$ cat config.mk
export PLATFORM = sky130hd
export DESIGN_NAME = piezo_alert_sched
export DESIGN_NICKNAME = d
export VERILOG_FILES = /design/src/rtl/piezo_alert_sched.sv
export SDC_FILE = /design/constraint.sdc
export NUM_CORES = 1
export LEC_CHECK = 0
export ABC_AREA = 1
export ABC_CLOCK_PERIOD_IN_PS = 3900
export BUFFER_PORTS_ARGS = -buffer_cell sky130_fd_sc_hd__buf_2
export CAP_MARGIN = 20
export CORE_MARGIN = 2
export CORE_UTILIZATION = 45
export CTS_CLUSTER_DIAMETER = 60
export DETAILED_ROUTE_END_ITERATION = 6
export GPL_ROUTABILITY_DRIVEN = 0
export PLACE_DENSITY = 0.57
export REMOVE_ABC_BUFFERS = 1
export SLEW_MARGIN = 15
export SYNTH_ARGS = -nofsm -noshare
export SYNTH_HDL_FRONTEND = slang
export SYNTH_SLANG_ARGS = --single-unit
$ cat constraint.sdc
create_clock -name clk -period 3.9 [get_ports clk]
set_input_delay 0.78 -clock clk [delete_from_list [all_inputs] [get_ports clk]]
set_output_delay 0.78 -clock clk [all_outputs]
set_load 0.005 [all_outputs]
$ cat src/rtl/piezo_alert_sched.sv
// Piezo alert scheduler: arbitrates level alert requests, issues start/abort pulses to the
// tune player, enforces the silent repeat gap and flags a hung player via a watchdog.
module piezo_alert_sched #(
  parameter bit          fast_sim = 1'b1,
  parameter int unsigned GAP_CYC  = 150_000_000,
  parameter int unsigned TMO_CYC  = 200_000_000
) (
  input  logic       clk,
  input  logic       rst_n,
  input  logic       too_fast,
  input  logic       batt_low,
  input  logic       en_steer,
  input  logic       play_done,
  output logic       play_start,
  output logic       play_abort,
  output logic [1:0] play_tune,
  output logic       sched_fault
);

  localparam int unsigned GAP_SCL = fast_sim ? (GAP_CYC / 10_000) : GAP_CYC;
  localparam int unsigned TMO_SCL = fast_sim ? (TMO_CYC / 10_000) : TMO_CYC;
  localparam int unsigned GAP_LIM = (GAP_SCL < 1) ? 1 : GAP_SCL;
  localparam int unsigned TMO_LIM = (TMO_SCL < 1) ? 1 : TMO_SCL;
  localparam int unsigned GAP_W   = $clog2(GAP_LIM + 1);
  localparam int unsigned TMO_W   = $clog2(TMO_LIM + 1);

  localparam logic [GAP_W-1:0] GAP_END = GAP_W'(GAP_LIM - 1);
  localparam logic [TMO_W-1:0] TMO_END = TMO_W'(TMO_LIM - 1);

  localparam logic [1:0] TUNE_NONE = 2'b00;
  localparam logic [1:0] TUNE_FAST = 2'b11;

  typedef enum logic [1:0] {
    S_IDLE = 2'd0,
    S_PLAY = 2'd1,
    S_GAP  = 2'd2
  } state_t;

  state_t           state_q, state_d;
  logic [GAP_W-1:0] gap_q, gap_d;
  logic [TMO_W-1:0] tmo_q, tmo_d;
  logic             start_d, abort_d, fault_d;
  logic [1:0]       tune_d;
  logic [1:0]       sel_c;

  // Fixed-priority request encode
  always_comb begin
    sel_c = TUNE_NONE;
    if (too_fast)      sel_c = TUNE_FAST;
    else if (batt_low) sel_c = 2'b10;
    else if (en_steer) sel_c = 2'b01;
  end

  // Next-state and next-output decode
  always_comb begin
    state_d = state_q;
    gap_d   = gap_q;
    tmo_d   = tmo_q;
    start_d = 1'b0;
    abort_d = 1'b0;
    tune_d  = play_tune;
    fault_d = sched_fault;

    case (state_q)
      S_IDLE: begin
        if (sel_c != TUNE_NONE) begin
          start_d = 1'b1;
          tune_d  = sel_c;
          tmo_d   = '0;
          state_d = S_PLAY;
        end
      end

      S_PLAY: begin
        if (tmo_q != TMO_END) tmo_d = tmo_q + TMO_W'(1);
        // A finishing tune beats both preemption and the watchdog
        if (play_done) begin
          if (too_fast) begin
            start_d = 1'b1;
            tune_d  = TUNE_FAST;
            tmo_d   = '0;
          end else begin
            gap_d   = '0;
            state_d = S_GAP;
          end
        end else if (too_fast && (play_tune != TUNE_FAST)) begin
          abort_d = 1'b1;
          start_d = 1'b1;
          tune_d  = TUNE_FAST;
          tmo_d   = '0;
        end else if (tmo_q == TMO_END) begin
          abort_d = 1'b1;
          fault_d = 1'b1;
          tune_d  = TUNE_NONE;
          state_d = S_IDLE;
        end
      end

      S_GAP: begin
        if (gap_q != GAP_END) gap_d = gap_q + GAP_W'(1);
        if (too_fast) begin
          start_d = 1'b1;
          tune_d  = TUNE_FAST;
          tmo_d   = '0;
          state_d = S_PLAY;
        end else if (gap_q == GAP_END) begin
          if (sel_c != TUNE_NONE) begin
            start_d = 1'b1;
            tune_d  = sel_c;
            tmo_d   = '0;
            state_d = S_PLAY;
          end else begin
            tune_d  = TUNE_NONE;
            state_d = S_IDLE;
          end
        end
      end

      default: begin
        tune_d  = TUNE_NONE;
        state_d = S_IDLE;
      end
    endcase
  end

  // State, counters and registered outputs
  always_ff @(posedge clk or negedge rst_n) begin
    if (!rst_n) begin
      state_q     <= S_IDLE;
      gap_q       <= '0;
      tmo_q       <= '0;
      play_start  <= 1'b0;
      play_abort  <= 1'b0;
      play_tune   <= TUNE_NONE;
      sched_fault <= 1'b0;
    end else begin
      state_q     <= state_d;
      gap_q       <= gap_d;
      tmo_q       <= tmo_d;
      play_start  <= start_d;
      play_abort  <= abort_d;
      play_tune   <= tune_d;
      sched_fault <= fault_d;
    end
  end

endmodule

==> out/results.tsv, run 1 <==
metric	value	unit
status	finished clean	
rsz0062_at_grt	no	
path_max_fanout	22	
routedWlPerCell	12.8	µm
fmax	0.413	GHz
arrival	2.63	ns
post_cts_buffers	0	
io_pins	11	
grt_max_degree	37	
leakage	1.32	nW
viasPerCell	5.11	
ant_nets	0	
drive_above_1_share	9.90	%
io_buffers	10	
clockBufferDepth	2	
dpl.hpwl	4.45	mm
yosysUniqueCellTypes	29	
worstSetupStartpointType	register	
cp.required	4.11	ns
synth_area	0.00257	mm²
final_common_cell	nand2_1	
use_met2	34.2	%
die_w	79.6	µm
setup_viol_count_final	0	
power_density	421	mW/mm²
finalSetupTns	0	ns
area_delta_synth_final	7.29	%
hp-class	reg2reg	
drc	0	
total_power	1.16	mW
synthSimpleGateAreaFrac	40.9	%
grt_busiest_layer	met2	
grt_pass1_wl	10.5	mm
preCtsSetupSlack	1.45	ns
cts_tree	done	
grt_use_met1	28.8	%
layout_common_cells	nand2_1 (114), inv_1 (44), nor2_1 (42)	
synth_top_family_by_area	simple AND/OR/NAND/NOR gates	
grt.met3_usage	4.07	%
worst_pin_slew	0.839	ns
drtIter0Drc	88	
cts.sinks	36	
ys_seq_area_share	35.0	%
setup.worst_path.end_class	register	
path_class	reg2reg	
grt-ovfl-total	0	
synth_compound_area_share	9.04	%
routed_wl	5.97	mm
drtPass1Iterations	4	
ctsHtreeMaxLevel	2	
slew_viol_final	0	
cts_root_buf	clkbuf_8	
synthCells	382	
core_area	0.00551	mm²
grt_pass1_vias	2262	
clock_skew	0.00635	ns
vdd_drop_max	262	µV
cap_violations	0	
antenna_found_initial	0	
min_period	2.42	ns
fin_hold_ws	0.496	ns
initial_core_util	46.7	%
fillers	559	
die_h	79.6	µm
avgSynthCellArea	6.74	µm²
clk_pin_slew	0.08	ns
fin_crit_sh	62.1	%
synth_fa_ha_area_share	3.40	%
synth-xor-area-share	2.72	%
dr_total_vias	2382	
final_util	50.1	%
insertion_delay	0.28	ns
cts_resized	0	
finalHoldViolations	0	
die-area	0.00634	mm²
track_usage	21.2	%
n_antenna_cell	0	
slew_headroom	44.1	%
layout.nets	406	
ctsHoldBuffers	0	
fin_ws	1.48	ns
fp-row-count	27	
cts_buffers	5	
ys_ff_latch	36	
yosysWarnings	0	
synth_mux_area_share	0	%
[final timing paths]
path	start	end	slack, ns	cells past startpoint
max in group asynchronous	rst_n	play_tune[0]	2.77	1
min	sched_fault	sched_fault	0.50	1
min in group asynchronous	rst_n	tmo_q[10]	0.59	1
max	state_q[0]	gap_q[6]	1.48	8
max reg2reg	state_q[0]	gap_q[6]	1.48	8
min reg2reg	sched_fault	sched_fault	0.50	1
[registers in the layout, summed over array words and instances, names as in the netlist]
register and cells:
play_abort 1, gap_q 14, state_q 2, sched_fault 1
play_tune 2, play_start 1, tmo_q 15
[per-stage QoR]
| step | cells | instance area (µm²) |
|---|---|---|
| 2_1_floorplan | 376 | 2530 |
| 4_1_cts | 466 | 2760 |
| 5_1_grt | 466 | 2760 |
| 3_5_place_dp | 458 | 2670 |
| 3_3_place_gp | 458 | 2670 |
| 6_report | 466 | 2760 |
[routing by layer]
metal,wire [µm],up-vias
li1,-,1242
met2,2810,34
met3,198,6
met1,2900,1100
met4,58,0
met5,0,-
[cells in the mapped netlist]
library cell / count / area share, %
o21ai_0: 15 / 2.9
buf_2: 1 / 0.19
nand3_2: 3 / 1.2
nand3b_1: 1 / 0.29
a21oi_1: 9 / 1.7
o21ai_1: 15 / 2.9
clkinv_1: 1 / 0.15
a31oi_1: 1 / 0.24
nor2_1: 42 / 6.1
buf_6: 1 / 0.44
dfrtp_1: 36 / 35
nand3b_4: 1 / 0.78
nand2_2: 5 / 1.2
nor3_1: 9 / 1.7
a21oi_2: 1 / 0.34
inv_1: 44 / 6.4
nor3_2: 3 / 1.2
clkbuf_1: 1 / 0.15
nand2_1: 114 / 17
nor2_2: 1 / 0.24
nand2_4: 1 / 0.44
nand4_1: 9 / 2.2
ha_1: 7 / 3.4
o21bai_1: 3 / 0.87
xor2_1: 8 / 2.7
nor2_4: 3 / 1.3
buf_4: 3 / 0.87
nand3_1: 39 / 7.6
inv_2: 5 / 0.73
[where the power goes]
part,internal (mW),leakage (nW),total [mW],switching [mW]
Combinational,0.135,0.781,0.405,0.270
Sequential,0.422,0.492,0.476,0.0541
Clock,0.144,0.0455,0.282,0.138
[logic make-up (layout without fill, tap and decap cells)]
| family | count (synthesis) | in the layout |
|---|---|---|
| DFF | 36 | 36 |
| buffers and inverters | 56 | 68 |
| adders and majority gates | 7 | 7 |
| AOI/OAI and AO/OA | 44 | 44 |
| xor gates and xnor gates | 8 | 8 |
| and+or+nand+nor | 231 | 231 |
[cell type report]
type	instances	area [µm²]	share of cell area, %
Clock buffer	8	90.1	3.26
Inverter	50	188	6.80
Multi-Input combinational cell	290	1440	52.2
Tap cell	72	90.1	3.26
Sequential cell	36	901	32.6
Timing Repair Buffer	10	50.0	1.81
[worst max-delay path, stage by stage, from the launching register on]
cell and delay, ns:
dfrtp_1 0.43, inv_1 0.11, ha_1 0.56, inv_2 0.15, o21ai_1 0.16, nand2_1 0.41
inv_1 0.32, nand3_1 0.10, o21ai_1 0.11
No activity file was read; power rests on OpenSTA's default activity.
==> run 2, diff against run 1 <==
ABC_AREA = 0   (was 1)
ABC_CLOCK_PERIOD_IN_PS = 2100   (was 3900)
PLACE_DENSITY = 0.6   (was 0.57)
clock period = 2.1 ns   (was 3.9 ns; I/O delays follow)
==> run 2 against run 1 <==
Compared with the run above: die area shrank 16%; via count decreased by 21%; combinational power increased by 98%.
==> out/results.tsv, run 2 <==
metric	value	unit	change
grt_max_degree	37		unchanged
leakage	1.06	nW	was 1.32 nW
min_period	1.98	ns	was 2.42 ns
die-area	0.00533	mm²	was 0.00634 mm²
fmax	0.504	GHz	was 0.413 GHz
yosysUniqueCellTypes	46		was 29
r2r-start	gap_q[10]		was state_q[0]
ctsHtreeMaxLevel	2		unchanged
drc	0		unchanged
drtPass1Iterations	4		unchanged
clock_skew	0.00375	ns	was 0.00635 ns
grt-ovfl-total	0		unchanged
synth-edff-count	0		unchanged
yosys.area.top_type	dfrtp_1		unchanged
status	finished clean		unchanged
path_max_fanout	5		was 22
ys_seq_area_share	42.0	%	was 35.0%
ant_nets	0		unchanged
track_usage	18.9	%	was 21.2%
power_density	905	mW/mm²	was 421 mW/mm²
largest_register_ff_count	15		unchanged
ys_ff_latch	36		unchanged
setup_viol_count_final	0		unchanged
io_buffers	10		unchanged
synthArstFlopShare	100	%	unchanged
synthCells	238		was 382
avgSynthCellArea	9.01	µm²	was 6.74 µm²
die_h	73.0	µm	was 79.6 µm
fp-row-count	25		was 27
rsz0062_at_grt	yes		was no
hp-class	in2async		was reg2reg
dp_cells	312		was 458
insertion_delay	0.29	ns	was 0.28 ns
initial_core_util	46.0	%	was 46.7%
yosysWarnings	0		unchanged
drive_above_1_share	18.3	%	was 9.90%
finalSetupTns	0	ns	unchanged
routed_wl	4.60	mm	was 5.97 mm
grt_pass1_vias	1686		was 2262
yosysMostFrequentCell	dfrtp_1		was nand2_1
layout.nets	280		was 406
synthTopCellsByArea	dfrtp_1 (42%), o21ai_0 (7.0%), ha_1 (4.1%)		was dfrtp_1 (35%), nand2_1 (17%), nand3_1 (7.6%)
fin_hold_ws	0.169	ns	was 0.496 ns
cts_tree	done		unchanged
clockBufferDepth	2		unchanged
reg2regPathDepth	6		was 8
slew_viol_final	0		unchanged
slew_headroom	60.1	%	was 44.1%
cts_resized	0		unchanged
fin_cells	322		was 466
core_area	0.00466	mm²	was 0.00551 mm²
io_pins	11		unchanged
clk_pin_slew	0.07	ns	was 0.08 ns
grt_pass1_wl	7.85	mm	was 10.5 mm
cts_root_buf	clkbuf_8		unchanged
ctsHoldBuffers	0		unchanged
yosys.area.top_type_share	42.0	%	was 35.0%
path_class	reg2reg		unchanged
dpl.hpwl	3.25	mm	was 4.45 mm
worstSetupStartpointType	register		unchanged
arrival	2.16	ns	was 2.63 ns
drtIter0Drc	131		was 88
n_antenna_cell	0		unchanged
cap_violations	0		unchanged
vdd_drop_max	420	µV	was 262 µV
cts_buffers	5		unchanged
fin_crit_sh	94.5	%	was 62.1%
synthTopCellsByCount	dfrtp_1 (36), o21ai_0 (30), nand2_1 (19)		was nand2_1 (114), inv_1 (44), nor2_1 (42)
dr_total_vias	1871		was 2382
finalHoldViolations	0		unchanged
cp.required	2.28	ns	was 4.11 ns
routedWlPerCell	14.3	µm	was 12.8 µm
r2r-end	play_tune[0]		was gap_q[6]
worst_pin_slew	0.599	ns	was 0.839 ns
viasPerCell	5.81		was 5.11
synth_area	0.00214	mm²	was 0.00257 mm²
die_w	73.0	µm	was 79.6 µm
reg_top3	tmo_q: 15 flops, gap_q: 14 flops		unchanged
cts.sinks	36		unchanged
largest-register	tmo_q		unchanged
antenna_found_initial	0		unchanged
area_delta_synth_final	15.8	%	was 7.29%
r2r_slack	0.12	ns	was 1.48 ns
final_common_cell	dfrtp_1		was nand2_1
setup.worst_path.end_class	register		unchanged
layout_common_cells	dfrtp_1 (36), o21ai_0 (30), nand2_1 (19)		was nand2_1 (114), inv_1 (44), nor2_1 (42)
synth_flop_cell	dfrtp_1		unchanged
[run 2: final cells by class]
cell class	instances	area [µm²]
Fill cell	448	2180
Multi-Input combinational cell	188	1190
Sequential cell	36	901
Timing Repair Buffer	28	185
Clock buffer	6	72.6
Tap cell	54	67.6
Clock inverter	2	35.0
Inverter	8	30.0
[run 2: what timing repair did]
item / CTS / global route
gates cloned: 0 / 0
setup buffers: 2 / 0
pin swaps: 1 / 0
endpoints found under the setup margin: 7 / 1
[run 2: logic make-up (layout without fill, tap and decap cells)]
group | after synthesis | after routing | share of synthesized area (%)
flops | 36 | 36 | 42.0
buf+inv | 14 | 44 | 2.69
mux | 5 | 5 | 2.74
fa+ha+maj | 7 | 7 | 4.09
compound gates | 75 | 75 | 21.4
simple gates | 95 | 95 | 24.6
xor+xnor | 6 | 6 | 2.45
[run 2: metrics by stage]
stage                     cell area (µm²)  setup slack, ns  total power [mW]  util (%)
after global routing                 2480          -0.0190              2.43      53.3
after CTS                            2480            0.112              2.28      53.3
final                                2480            0.115              2.25      53.3
after detailed placement             2360          -0.0681              1.66      50.6
after floorplan                      2120           -0.234              1.40         -
after global placement               2360         -0.00567              1.66      50.6
[run 2: how the worst max path moves through the flow]
| stage | startpoint | end | slack (ns) | cells past startpoint |
|---|---|---|---|---|
| 2_1_floorplan | state_q[0] | gap_q[0] | -0.23 | 5 |
| 5_1_grt | state_q[1] | gap_q[5] | -0.02 | 7 |
| 4_1_cts | tmo_q[5] | play_tune[0] | 0.11 | 6 |
| 6_report | gap_q[10] | play_tune[0] | 0.12 | 6 |
| 3_3_place_gp | gap_q[10] | play_tune[0] | -0.006 | 5 |
| 3_5_place_dp | gap_q[10] | play_tune[0] | -0.07 | 5 |
[run 2: layer usage]
| metal | global-route usage (%) | wire length, µm |
|---|---|---|
| met1 | 25.7 | 2300 |
| met2 | 29.4 | 2100 |
| met3 | 4.14 | 150 |
| met4 | 7.00 | 51 |
| met5 | 0 | 0 |
[run 2: critical path: stages (launching register included)]
cell	delay (ns)
dfrtp_1	0.38
or4b_4	0.55
nor4_4	0.14
buf_4	0.18
o21ai_2	0.09
a31oi_2	0.19
mux2_2	0.35
[run 2: where the power goes]
part	switching, mW	internal, mW	leakage [nW]
Clock	0.252	0.352	0.0552
Combinational	0.459	0.345	0.510
Sequential	0.0654	0.773	0.491
